===== src/rtl/in_channel.sv =====
// in_channel: host-fed circular input buffer serving the program's
// `inSize` / `in` instructions through a request/acknowledge port.
//
// state      | meaning
// -----------+------------------------------------------------------
// ST_OPEN    | host may still push words (sealed=0)
// ST_SEALED  | host closed the stream, words remain buffered
// ST_DRAINED | host closed the stream and the buffer is empty
module in_channel #(
  parameter int MemoryElementWidth = 12,
  parameter int NIn                = 8,
  parameter int PtrWidth           = 3,
  parameter int CountWidth         = 4
) (
  input  logic                          clock,
  input  logic                          reset,
  input  logic                          hostValid,
  input  logic [MemoryElementWidth-1:0] hostData,
  output logic                          hostReady,
  input  logic                          hostClose,
  input  logic                          inReq,
  output logic [MemoryElementWidth-1:0] inData,
  output logic                          inAck,
  output logic                          inUnderflow,
  output logic [CountWidth-1:0]         inSize,
  output logic                          sealed,
  output logic                          drained
);

  typedef enum logic [1:0] {
    ST_OPEN    = 2'd0,
    ST_SEALED  = 2'd1,
    ST_DRAINED = 2'd2
  } chan_state_t;

  localparam logic [PtrWidth-1:0]   PtrLast  = PtrWidth'(NIn - 1);
  localparam logic [CountWidth-1:0] CountMax = CountWidth'(NIn);
  localparam logic [CountWidth-1:0] CountOne = CountWidth'(1);

  logic [MemoryElementWidth-1:0] mem [NIn];

  chan_state_t             st_q, st_d;
  logic [PtrWidth-1:0]     wr_ptr, rd_ptr;
  logic [CountWidth-1:0]   count_q, count_d;
  logic                    wr_fire, rd_fire, rd_empty;

  // Host may push only while open and not full; inReq never affects this.
  assign hostReady = !reset && (st_q == ST_OPEN) && (count_q < CountMax);

  assign wr_fire  = hostValid && hostReady;
  assign rd_fire  = inReq && (count_q != '0);
  assign rd_empty = inReq && (count_q == '0);

  assign inSize  = count_q;
  assign sealed  = (st_q != ST_OPEN);
  assign drained = (st_q == ST_DRAINED);

  // Occupancy after this edge: a simultaneous write and read cancel out.
  always_comb begin
    count_d = count_q;
    if (wr_fire && !rd_fire) begin
      count_d = count_q + CountOne;
    end else if (rd_fire && !wr_fire) begin
      count_d = count_q - CountOne;
    end
  end

  // Stream lifecycle: close seals, last read of a sealed stream drains it.
  always_comb begin
    st_d = st_q;
    case (st_q)
      ST_OPEN: begin
        if (hostClose) begin
          st_d = (count_d == '0) ? ST_DRAINED : ST_SEALED;
        end
      end
      ST_SEALED: begin
        if (count_d == '0) begin
          st_d = ST_DRAINED;
        end
      end
      ST_DRAINED: begin
        st_d = ST_DRAINED;
      end
      default: begin
        st_d = ST_OPEN;
      end
    endcase
  end

  // Lifecycle state register.
  always_ff @(posedge clock) begin
    if (reset) begin
      st_q <= ST_OPEN;
    end else begin
      st_q <= st_d;
    end
  end

  // Pointers wrap explicitly at NIn-1 so non-power-of-two depths work.
  always_ff @(posedge clock) begin
    if (reset) begin
      wr_ptr  <= '0;
      rd_ptr  <= '0;
      count_q <= '0;
    end else begin
      if (wr_fire) begin
        wr_ptr <= (wr_ptr == PtrLast) ? '0 : wr_ptr + 1'b1;
      end
      if (rd_fire) begin
        rd_ptr <= (rd_ptr == PtrLast) ? '0 : rd_ptr + 1'b1;
      end
      count_q <= count_d;
    end
  end

  // Buffer storage; contents are don't-care until written.
  always_ff @(posedge clock) begin
    if (wr_fire) begin
      mem[wr_ptr] <= hostData;
    end
  end

  // Registered `in` response; an empty read keeps the last returned word.
  always_ff @(posedge clock) begin
    if (reset) begin
      inData      <= '0;
      inAck       <= 1'b0;
      inUnderflow <= 1'b0;
    end else begin
      inAck       <= inReq;
      inUnderflow <= rd_empty;
      if (rd_fire) begin
        inData <= mem[rd_ptr];
      end
    end
  end

endmodule


===== config.mk =====
export PLATFORM = sky130hd
export DESIGN_NAME = in_channel
export DESIGN_NICKNAME = d
export VERILOG_FILES = /design/src/rtl/in_channel.sv
export SDC_FILE = /design/constraint.sdc
export NUM_CORES = 1
export LEC_CHECK = 0
export CAP_MARGIN = 5
export CORE_ASPECT_RATIO = 0.9
export CORE_MARGIN = 3
export CORE_UTILIZATION = 48
export DETAILED_ROUTE_END_ITERATION = 6
export GPL_TIMING_DRIVEN = 0
export PLACE_DENSITY = 0.79
export SLEW_MARGIN = 20
export SYNTH_ARGS = -nofsm -noshare
export SYNTH_HDL_FRONTEND = slang
export SYNTH_SLANG_ARGS = --single-unit

===== constraint.sdc =====
create_clock -name clock -period 5.7 [get_ports clock]
set_clock_uncertainty 0.05 [all_clocks]
set_input_delay 0.57 -clock clock [delete_from_list [all_inputs] [get_ports clock]]
set_output_delay 0.57 -clock clock [all_outputs]
set_load 0.1 [all_outputs]

==> metrics.yaml, run 1 <==
status: "complete, no violations"
clock-sinks: 122
worst_pin_slew_ns: 0.979
syn-num-nets: 322
cp-start-kind: "input pin"
crit_buf_inv: 4
cts_tree: "yes"
area_growth_pct: 23.9
routedWlPerCell_um: 21.1
ys_async_sr_fraction: 0
multi_input_area_um2: 1430
worstSetupPathType: "in -> out"
dieArea_um2: 11500
routed_wl_mm: 10.5
io-pin-count: 38
final_nets: 385
grt_pass1_wl_mm: 16.6
hold_path.class: "reg -> reg"
floorplan.initialDensity: 0.501
coreArea_um2: 9780
antenna_found_initial: 0
path_clk_slew_ns: 0.05
gp_congestion: 0.792
final_common_cell: "edfxtp_1"
finalMaxSlewViolations: 0
p_leak_nw: 2.01
syn_inst: 295
drtPass1Iterations: 5
ctsHoldBuffers: 0
n_antenna_cell: 0
setup_viol_count_final: 0
power_density_nw_per_um2: 546
ys_seq_elements: 122
clockBufferDepth: 2
stdcell_area_um2: 6070
routed-via-count: 2879
drt-initial-drc-count: 268
regArea_um2: 3400
h-tree-depth: 4
cp_data_required_time_ns: 5.08
arrival_ns: 2.95
yosysSeqAreaShare: 0.695
most-common-layout-cells: "edfxtp_1 (96), clkdlybuf4s50_1 (37), dfxtp_1 (26), mux4_2 (24), nor2_1 (22)"
drc: 0
whs_ns: 0.448
post-route-min-period_ns: 3.57
hold_viol: 0
power_mw: 3.31
synth_cell_types: 40
dieWidth_um: 112
grt_pass1_vias: 2965
numCtsBuffers: 17
clock_latency_ns: 0.41
cts_root_buf: "clkbuf_16"
final_layout_size_suffix_gt1_frac: 0.199
slowest_delay_ns: 0.98
port_buffers: 37
grt-ovfl-total: 0
placement.cell_area_um2: 5520
synth_ff_type: "edfxtp_1"
crit_slowest_cell: "clkdlybuf4s50_1"
rows: 34
grt_max_degree: 17
die_h_um: 102
cts-resized-gates: 0
maxCapViolCount: 0
syn_area_per_cell_um2: 16.6
synth_edf_count: 96
fillCellCount: 711
slew_headroom: 0.345
grt_setup_unrepaired: "false"
clock.fmax_mhz: 280
cts_setup_buffers: 0
grtUsageTotal: 0.200
vias_per_cell: 5.79
setup.worst_path.end_class: "output pin"
place_hpwl_mm: 6.72
synth.cell_area_um2: 4900
worstPathMaxFanout: 10
finalCritPeriodShare: 0.626
tns_ns: 0
cp_top_family: "buffers and inverters"
ir_drop_uv: 481
yosysWarnings: 0
antenna_left: 0
path_cells: "clkdlybuf4s50_1, clkbuf_1, clkbuf_1, nor3_1, clkdlybuf4s50_1"
## registers in the layout, summed over array words and instances, names as in the netlist
name / count
inUnderflow: 1
wr_ptr: 3
mem: 96
inData: 12
rd_ptr: 3
inAck: 1
st_q: 2
inSize: 4
## layer usage
| layer | GRT usage | routed length, µm | vias to the layer above |
|---|---|---|---|
| met4 | 0.0795 | 162 | 0 |
| li1 | - | - | 1282 |
| met3 | 0.0568 | 854 | 20 |
| met2 | 0.331 | 5160 | 156 |
| met1 | 0.255 | 4290 | 1421 |
| met5 | 0 | 0 | - |
## where the power goes
part	leakage [nW]	internal [mW]	total, mW	switching, mW
Combinational	0.662	0.387	1.21	0.819
Clock	0.264	0.637	0.998	0.361
Sequential	1.08	1.05	1.11	0.0605
Total	2.01	2.07	3.31	1.24
## metrics by stage
step	instances	utilization	setup slack, ns
2_1_floorplan	295	-	1.87
3_3_place_gp	458	0.554	1.24
3_5_place_dp	465	0.564	2.18
4_1_cts	497	0.620	2.15
5_1_grt	497	0.620	2.02
6_report	497	0.620	2.13
## worst register-to-register path, stage by stage (launching register included)
cell and delay [ns]:
dfxtp_1 0.34, inv_1 0.08, ha_1 0.23, nand4bb_1 0.22, clkbuf_1 0.31, nor4_2 0.67, buf_4 0.29
## final timing paths
check / start / endpoint / slack (ns) / cells after the start
setup / recovery: reset / hostReady / 2.13 / 5
hold / removal: inData[3] / inData[3] / 0.45 / 2
setup reg to reg: st_q[1] / mem[0][0] / 3.22 / 6
hold reg to reg: inData[3] / inData[3] / 0.45 / 2
## final cells by class
type,instances,area share
sequential,122,0.561
multi-input combinational,149,0.235
clock buffer,23,0.0738
timing repair buffer,44,0.0715
tap,126,0.0260
clock inverter,9,0.0163
buffer,15,0.0111
inverter,9,0.00557
## cell usage after synthesis, drive strengths merged (2+ instances only)
| library cell | n | share of area |
|---|---|---|
| nor3 | 8 | 0.0082 |
| a22o | 2 | 0.0038 |
| a211oi | 12 | 0.018 |
| nand2 | 15 | 0.011 |
| clkbuf | 10 | 0.0077 |
| xnor2 | 2 | 0.0036 |
| nor2 | 25 | 0.019 |
| a21oi | 10 | 0.010 |
| mux4 | 24 | 0.11 |
| mux2i | 12 | 0.025 |
| buf | 5 | 0.0061 |
| inv | 9 | 0.0069 |
| and3 | 2 | 0.0026 |
| ha | 10 | 0.026 |
| a41oi | 2 | 0.0036 |
| a21o | 2 | 0.0033 |
| or3 | 2 | 0.0026 |
| nand2b | 4 | 0.0051 |
| dfxtp | 26 | 0.11 |
| mux2 | 2 | 0.0046 |
| edfxtp | 96 | 0.59 |
## logic make-up after synthesis
logic type | synth area share
compound gates | 0.0526
simple gates | 0.0631
xor+xnor | 0.00358
fa+ha+maj | 0.0255
flops | 0.695
buf+inv | 0.0207
mux | 0.140
Power figures use the tool's default switching activity.
==> run 2, diff against run 1 <==
PLACE_DENSITY = 0.81   (was 0.79)
clock period = 3.1 ns   (was 5.7 ns; I/O delays follow)
==> metrics.yaml, run 2 (synthesized netlist as in run 1, its figures left out) <==
grt_pass1_wl_mm: 16.5
grt_pass1_vias: 3096
hold_path.class: "reg -> reg"
clock.fmax_mhz: 362
h-tree-depth: 4
finalMaxSlewViolations: 0
port_buffers: 37
vias_per_cell: 5.74
clock-sinks: 122
most-common-layout-cells: "edfxtp_1 (96), clkdlybuf4s50_1 (36), dfxtp_1 (26), mux4_2 (24), nor2_1 (22)"
routedWlPerCell_um: 20.9
finalCritPeriodShare: 0.890
whs_path_depth: 2
coreArea_um2: 9780
cts_setup_buffers: 0
final_nets: 384
tns_ns: 0
ctsHoldBuffers: 0
path_cells: "inv_1, ha_1, inv_1, clkdlybuf4s50_1"
final_cells: 496
top_register: "mem"
whs_endpoint: "inData[2]"
hold_path.startpoint: "inData[2]"
worstRegToRegCells: 6
post-route-min-period_ns: 2.76
rows: 34
antenna_found_initial: 0
dieArea_um2: 11500
placement.cell_area_um2: 5520
drtPass1Iterations: 4
reg2reg_from: "st_q[0]"
r2r_slack_ns: 0.61
grt_max_degree: 17
cts_tree: "yes"
area_growth_pct: 24.8
path_clk_slew_ns: 0.06
switchingPower_mw: 2.32
worstReg2RegEnd: "mem[3][10]"
clockBufferDepth: 2
worstSetupPathType: "reg -> out"
clock_latency_ns: 0.41
ir_drop_uv: 879
final_common_cell: "edfxtp_1"
dp.cells: 464
largest_reg_flops: 96
place_hpwl_mm: 6.75
gp_congestion: 0.806
routed_wl_mm: 10.4
swShare: 0.376
worstPathMaxFanout: 5
drc: 0
p_leak_nw: 2.03
maxCapViolCount: 0
setup_viol_count_final: 0
arrival_ns: 2.40
power_density_nw_per_um2: 1010
final_layout_size_suffix_gt1_frac: 0.214
p_int_mw: 3.84
floorplan.initialDensity: 0.501
io-pin-count: 38
dp_slack_ns: 0.107
dieWidth_um: 112
status: "complete, no violations"
routed-via-count: 2847
utilization: 0.625
slew_headroom: 0.342
crit_slowest_cell: "clkdlybuf4s50_1"
numCtsBuffers: 17
grtUsageTotal: 0.197
grt_setup_unrepaired: "false"
stdcell_area_um2: 6110
combPwrFrac: 0.359
cpMostUsedCell: "inv_1"
drt-initial-drc-count: 250
hold_viol: 0
die_h_um: 102
n_antenna_cell: 0
layout_setup_ws_ns: 0.341
grt-ovfl-total: 0
power_mw: 6.16
slowest_delay_ns: 1.14
seqPwrFrac: 0.332
setup.worst_path.end_class: "output pin"
worst_pin_slew_ns: 0.984
cp-start-kind: "flip-flop"
cp_data_required_time_ns: 2.74
cts_root_buf: "clkbuf_16"
antenna_left: 0
whs_ns: 0.449
clkPwrFrac: 0.309
[run 2: worst max path at each step]
stage	from	endpoint	slack (ns)
after floorplan	inSize[3]	mem[0][0]	0.13
after global placement	reset	mem[0][6]	-0.95
after detailed placement	reset	hostReady	0.11
after CTS	reset	hostReady	0.1
after global routing	st_q[0]	sealed	0.24
final	st_q[0]	sealed	0.34
[run 2: final cells by class]
cell class	instances	area, µm²
well taps	126	158
plain buffers	15	67.6
fillers	682	3670
repair buffers	43	428
flip-flops and latches	122	3400
clock buffers	24	536
multi-input cells	149	1430
clock inverters	8	53.8
inverters	9	33.8
[run 2: worst max-delay path: cells and delay by family (launching register included)]
family     cells  cell delay [ns]
buf+inv        3             1.34
flops          1             0.38
fa+ha+maj      1             0.26
[run 2: timing repair]
item	4_1_cts	5_1_grt
gates resized for setup	0	1
endpoints found under the hold margin	0	0
endpoints found under the setup margin	0	1
[run 2: per-layer routing]
layer  wire, µm  GRT usage  vias up
met2       5200      0.330      112
met5          0          0        -
li1           -          -     1278
met1       4280      0.246     1433
met3        650     0.0468       24
met4        250     0.0924        0
[run 2: power by group through the flow]
stage                     Combinational, mW  Sequential, mW  Clock, mW
final                                  2.21            2.04       1.90
after global routing                   2.35            2.06       1.98
after CTS                              2.22            2.04       1.91
after detailed placement               2.20            2.07          0
after global placement                 2.14            2.06          0
after floorplan                        1.01            2.75          0
==> run 3, diff against run 2 <==
CAP_MARGIN = unset   (was 5)
==> results of run 3 <==
Same layout as run 2: the final DEF is identical, and so are final timing and power.
==> patch 1: new RTL, flow settings as in run 3 <==
Encoding of `chan_state_t`: now one-hot (3 bits for 3 states).
--- a/src/rtl/in_channel.sv
+++ b/src/rtl/in_channel.sv
@@ -28,8 +28,8 @@
 );
 
-  typedef enum logic [1:0] {
-    ST_OPEN    = 2'd0,
-    ST_SEALED  = 2'd1,
-    ST_DRAINED = 2'd2
+  typedef enum logic [2:0] {
+    ST_OPEN    = 3'b001,
+    ST_SEALED  = 3'b010,
+    ST_DRAINED = 3'b100
   } chan_state_t;
 
Formal check against the unedited RTL: same outputs for any inputs over 10 cycles, from zero or initial values and one cycle with reset high; not proved beyond that.
==> patch 1 against run 3 <==
- hold slack worse by 0.30 ns
- cell count fell by 1.6%
- worst setup slack got worse by 0.23 ns
- synthesized cell count is 1.7% lower
- sequential cell count increased by 1
- via count increased by 1.3%
- first-iteration DRC count rose by 29%
- count of clock-buffer cells in the layout fell by 5
- final area hardly changed
- power grew 5.1%
- die area grew 0.19%
- routed wire length decreased by 1.1%
- synthesized area grew 0.20%
- largest cell class unchanged
- highest routed layer unchanged
==> patch 1: results (changes against run 3) <==
Synth Area in Adders=1.53% (was 2.55%); CTS resizes=0 (unchanged); layout cell share with drive strength beyond 1=25.1% (was 21.4%); number of port buffers=35 (was 37); htree depth=4 (unchanged); Post-synth EDFFs=96 (unchanged); antenna violations before repair=0 (unchanged); Distinct cells, synth=45 (was 40); vias in the first global route=3008 (was 3096); HPWL reported at the end of detailed placement=6690 µm (was 6750 µm); Biggest register=mem (unchanged); Mapped Cells=290 (was 295); Initial DRT Pass Iterations=5 (was 4); Min-Delay Path Depth=2 (unchanged); gr usage total=19.4% (was 19.7%); Async S/R FF share, synth=0% (unchanged); Setup WS pre-CTS=0.355 ns (was 0.107 ns); routed wire length per instance=21.0 µm (was 20.9 µm); Root Driver=clkbuf_16 (unchanged); VDD IR max=0.00114 V (was 0.000879 V); clk slew on worst S/H paths=0.06 ns (about the same); Worst Max-Slew Pin Slew=0.989 ns (was 0.984 ns); CP Max Fanout=6 (was 5); Post-Place Cells=456 (was 464); Net Count, Synth=313 (was 322); Lkg Pwr=2.00 nW (was 2.03 nW); post-CTS setup buffer count=0 (unchanged); Antenna Cells=0 (unchanged); largest net degree at the start of global routing=17 (unchanged); Area after DPL=5520 µm² (about the same); XOR/XNOR Fraction of Synth Area=0.357% (was 0.358%); worst-case clock buffer depth=2 (unchanged); DRT iter0 DRCs=323 (was 250); fin cells=488 (was 496); via count=2885 (was 2847); mux cell area share after synthesis=13.5% (was 13.9%); Largest register FFs=96 (unchanged); Top FF cell, synth=edfxtp_1 (unchanged); placer congestion estimate=0.777 (was 0.806); sequential area share after synthesis=69.8% (was 69.5%); top cells by count, synth=96 x edfxtp_1, 27 x dfxtp_1, 25 x nor2_1 (was 96 x edfxtp_1, 26 x dfxtp_1, 25 x nor2_1); HP Class=in -> reg (was reg -> reg); outcome=finished clean (unchanged); first-pass GRT wire length=16400 µm (was 16500 µm); Final nets=372 (was 384); Reg2Reg Depth=6 (unchanged); CTS Buf Count=17 (unchanged); Arr. time, crit path=2.63 ns (was 2.40 ns); Worst-Skew Late Latency=0.41 ns (about the same); post-synthesis compound-gate area fraction=6.14% (was 5.26%); setup TNS=0 ns (unchanged); Ys Warns=0 (unchanged); Synth area leaders=edfxtp_1 59%, dfxtp_1 11%, mux4_2 11% (was edfxtp_1 59%, mux4_2 11%, dfxtp_1 11%)
-- patch 1: logic make-up (layout without fill, tap and decap cells) --
family,count (synthesis),count (layout)
and+or+nand+nor,63,63
DFF,123,123
buffers and inverters,23,95
muxes,36,36
xor gates and xnor gates,2,2
adders and majority gates,6,6
AOI/OAI and AO/OA,37,37
-- patch 1: worst paths after layout --
path | start | end | slack (ns)
min | reset | inData[6] | 0.15
min reg2reg | inData[9] | inData[9] | 0.45
max reg2reg | inSize[3] | mem[4][3] | 0.55
max | st_q[0] | hostReady | 0.11
-- patch 1: per-layer routing --
layer | track usage [%] | wire length (µm)
met4 | 6.84 | 187
met5 | 0 | 0
met2 | 32.2 | 5020
met1 | 24.6 | 4270
met3 | 5.80 | 783
-- patch 1: layout make-up --
type                            instances  area, µm²
Tap cell                              126        158
Timing Repair Buffer                   40        407
Clock inverter                         13        138
Sequential cell                       123       3420
Clock buffer                           19        453
Buffer                                 17       85.1
Multi-Input combinational cell        144       1430
Fill cell                             662       3710
Inverter                                6       22.5
-- patch 1: critical path: stages, from the launching register on --
cell,delay [ns]
dfxtp_1,0.45
or3b_2,0.50
nor3_2,0.11
clkdlybuf4s50_1,1.15
-- patch 1: power breakdown --
group | switching, mW | internal, mW
logic | 1.64 | 0.798
registers | 0.127 | 1.96
clock network | 0.721 | 1.23
==> patch 2: new RTL, config.mk and constraints of run 3 <==
Made on the original files. `NIn`: 8 -> 4.
--- a/src/rtl/in_channel.sv
+++ b/src/rtl/in_channel.sv
@@ -9,5 +9,5 @@
 module in_channel #(
   parameter int MemoryElementWidth = 12,
-  parameter int NIn                = 8,
+  parameter int NIn                = 4,
   parameter int PtrWidth           = 3,
   parameter int CountWidth         = 4
Check against the original RTL: not equivalent (a bounded check fails within 10 cycles, from zero or initial values and one cycle with reset high).
==> patch 2 against run 3 <==
- worst setup slack better by 0.027 ns
- sequential cell count is 48 lower
- global-route usage is 3.6 points lower
- via count is 35% lower
- routed wire length is 47% lower
- register-to-register slack better by 0.13 ns
- power is 39% lower
- maximum frequency is 1.0% higher
- combinational power is 20% lower
- largest cell class unchanged
- largest power group unchanged
- final area is 40% lower
- synthesized area is 38% lower
==> patch 2: results (changes against run 3) <==
VDD IR max=0.000376 V (was 0.000879 V); GR Util met2=27.0% (was 33.0%); Post-synth EDFFs=48 (was 96); via count=1856 (was 2847); worst hold slack=0.350 ns (was 0.449 ns); GR Layer Usage met3=5.46% (was 4.68%); first-pass GRT wire length=8910 µm (was 16500 µm); Root Driver=clkbuf_8 (was clkbuf_16); Final nets=298 (was 384); layout cell share with drive strength beyond 1=13.5% (was 21.4%); placer congestion estimate=0.797 (was 0.806); top cells by count, synth=48 x edfxtp_1, 34 x nand2_1, 26 x dfxtp_1 (was 96 x edfxtp_1, 26 x dfxtp_1, 25 x nor2_1); vias in the first global route=1837 (was 3096); routed wire length=5520 µm (was 10400 µm); Crit Reg-Reg Startpoint=st_q[1] (was st_q[0]); worst rel slew slack=34.4% (was 34.2%); Largest register FFs=48 (was 96); Distinct cells, synth=34 (was 40); M1 GR Usage=20.0% (was 24.6%); outcome=finished clean (unchanged); Lkg Pwr=1.28 nW (was 2.03 nW); htree depth=3 (was 4); CTS Buf Count=9 (was 17); Arr. time, crit path=2.37 ns (was 2.40 ns); R2R setup slack=0.74 ns (was 0.61 ns); Rows=26 (was 34); sequential area share after synthesis=64.7% (was 69.5%); CP Max Fanout=4 (was 5); Mapped Cells=223 (was 295); Area after DPL=3500 µm² (was 5520 µm²); HPWL reported at the end of detailed placement=3760 µm (was 6750 µm); DRT iter0 DRCs=99 (was 250); Post-Place Cells=343 (was 464); Synth area leaders=edfxtp_1 48%, dfxtp_1 17%, mux4_2 8.9% (was edfxtp_1 59%, mux4_2 11%, dfxtp_1 11%)
==> patch 2: cell type report <==
class                           count  area, µm²
Tap cell                           84        105
Clock buffer                        9        124
Timing Repair Buffer               36        363
Sequential cell                    74       1970
Inverter                           11       41.3
Fill cell                         443       2190
Multi-Input combinational cell    127        973
Buffer                             11       53.8
Clock inverter                      6       67.6
==> patch 2: layer usage <==
metal  vias to the layer above  part of all wire [%]
met4                         0                  0.38
met3                         4                   6.0
met5                         -                     0
met2                        54                    48
li1                        907                     -
met1                       891                    45
==> patch 2: cell families (layout without fill, tap and decap cells) <==
kind of cell,after synthesis,after routing,share of synthesized area [%]
DFF,74,74,64.7
and+or+nand+nor,66,66,10.5
AOI/OAI and AO/OA,34,34,6.94
buffers and inverters,22,73,3.14
muxes,13,13,9.25
adders and majority gates,11,11,4.54
xor gates and xnor gates,3,3,0.867
==> patch 2: final timing paths <==
path	to	cells after the start
worst max-delay path	sealed	4
worst min-delay path	inSize[2]	2
worst max register to register	st_q[1]	8
worst min register to register	inData[10]	2
==> patch 2: worst max-delay path: stages, from the launching register on <==
cell,delay [ns]
dfxtp_1,0.41
inv_1,0.08
ha_1,0.26
inv_1,0.13
clkdlybuf4s50_1,1.14
==> patch 2: power breakdown <==
group	internal, mW	total, mW	switching [mW]
logic	0.543	1.76	1.22
clock network	0.369	0.715	0.346
registers	1.20	1.29	0.0917
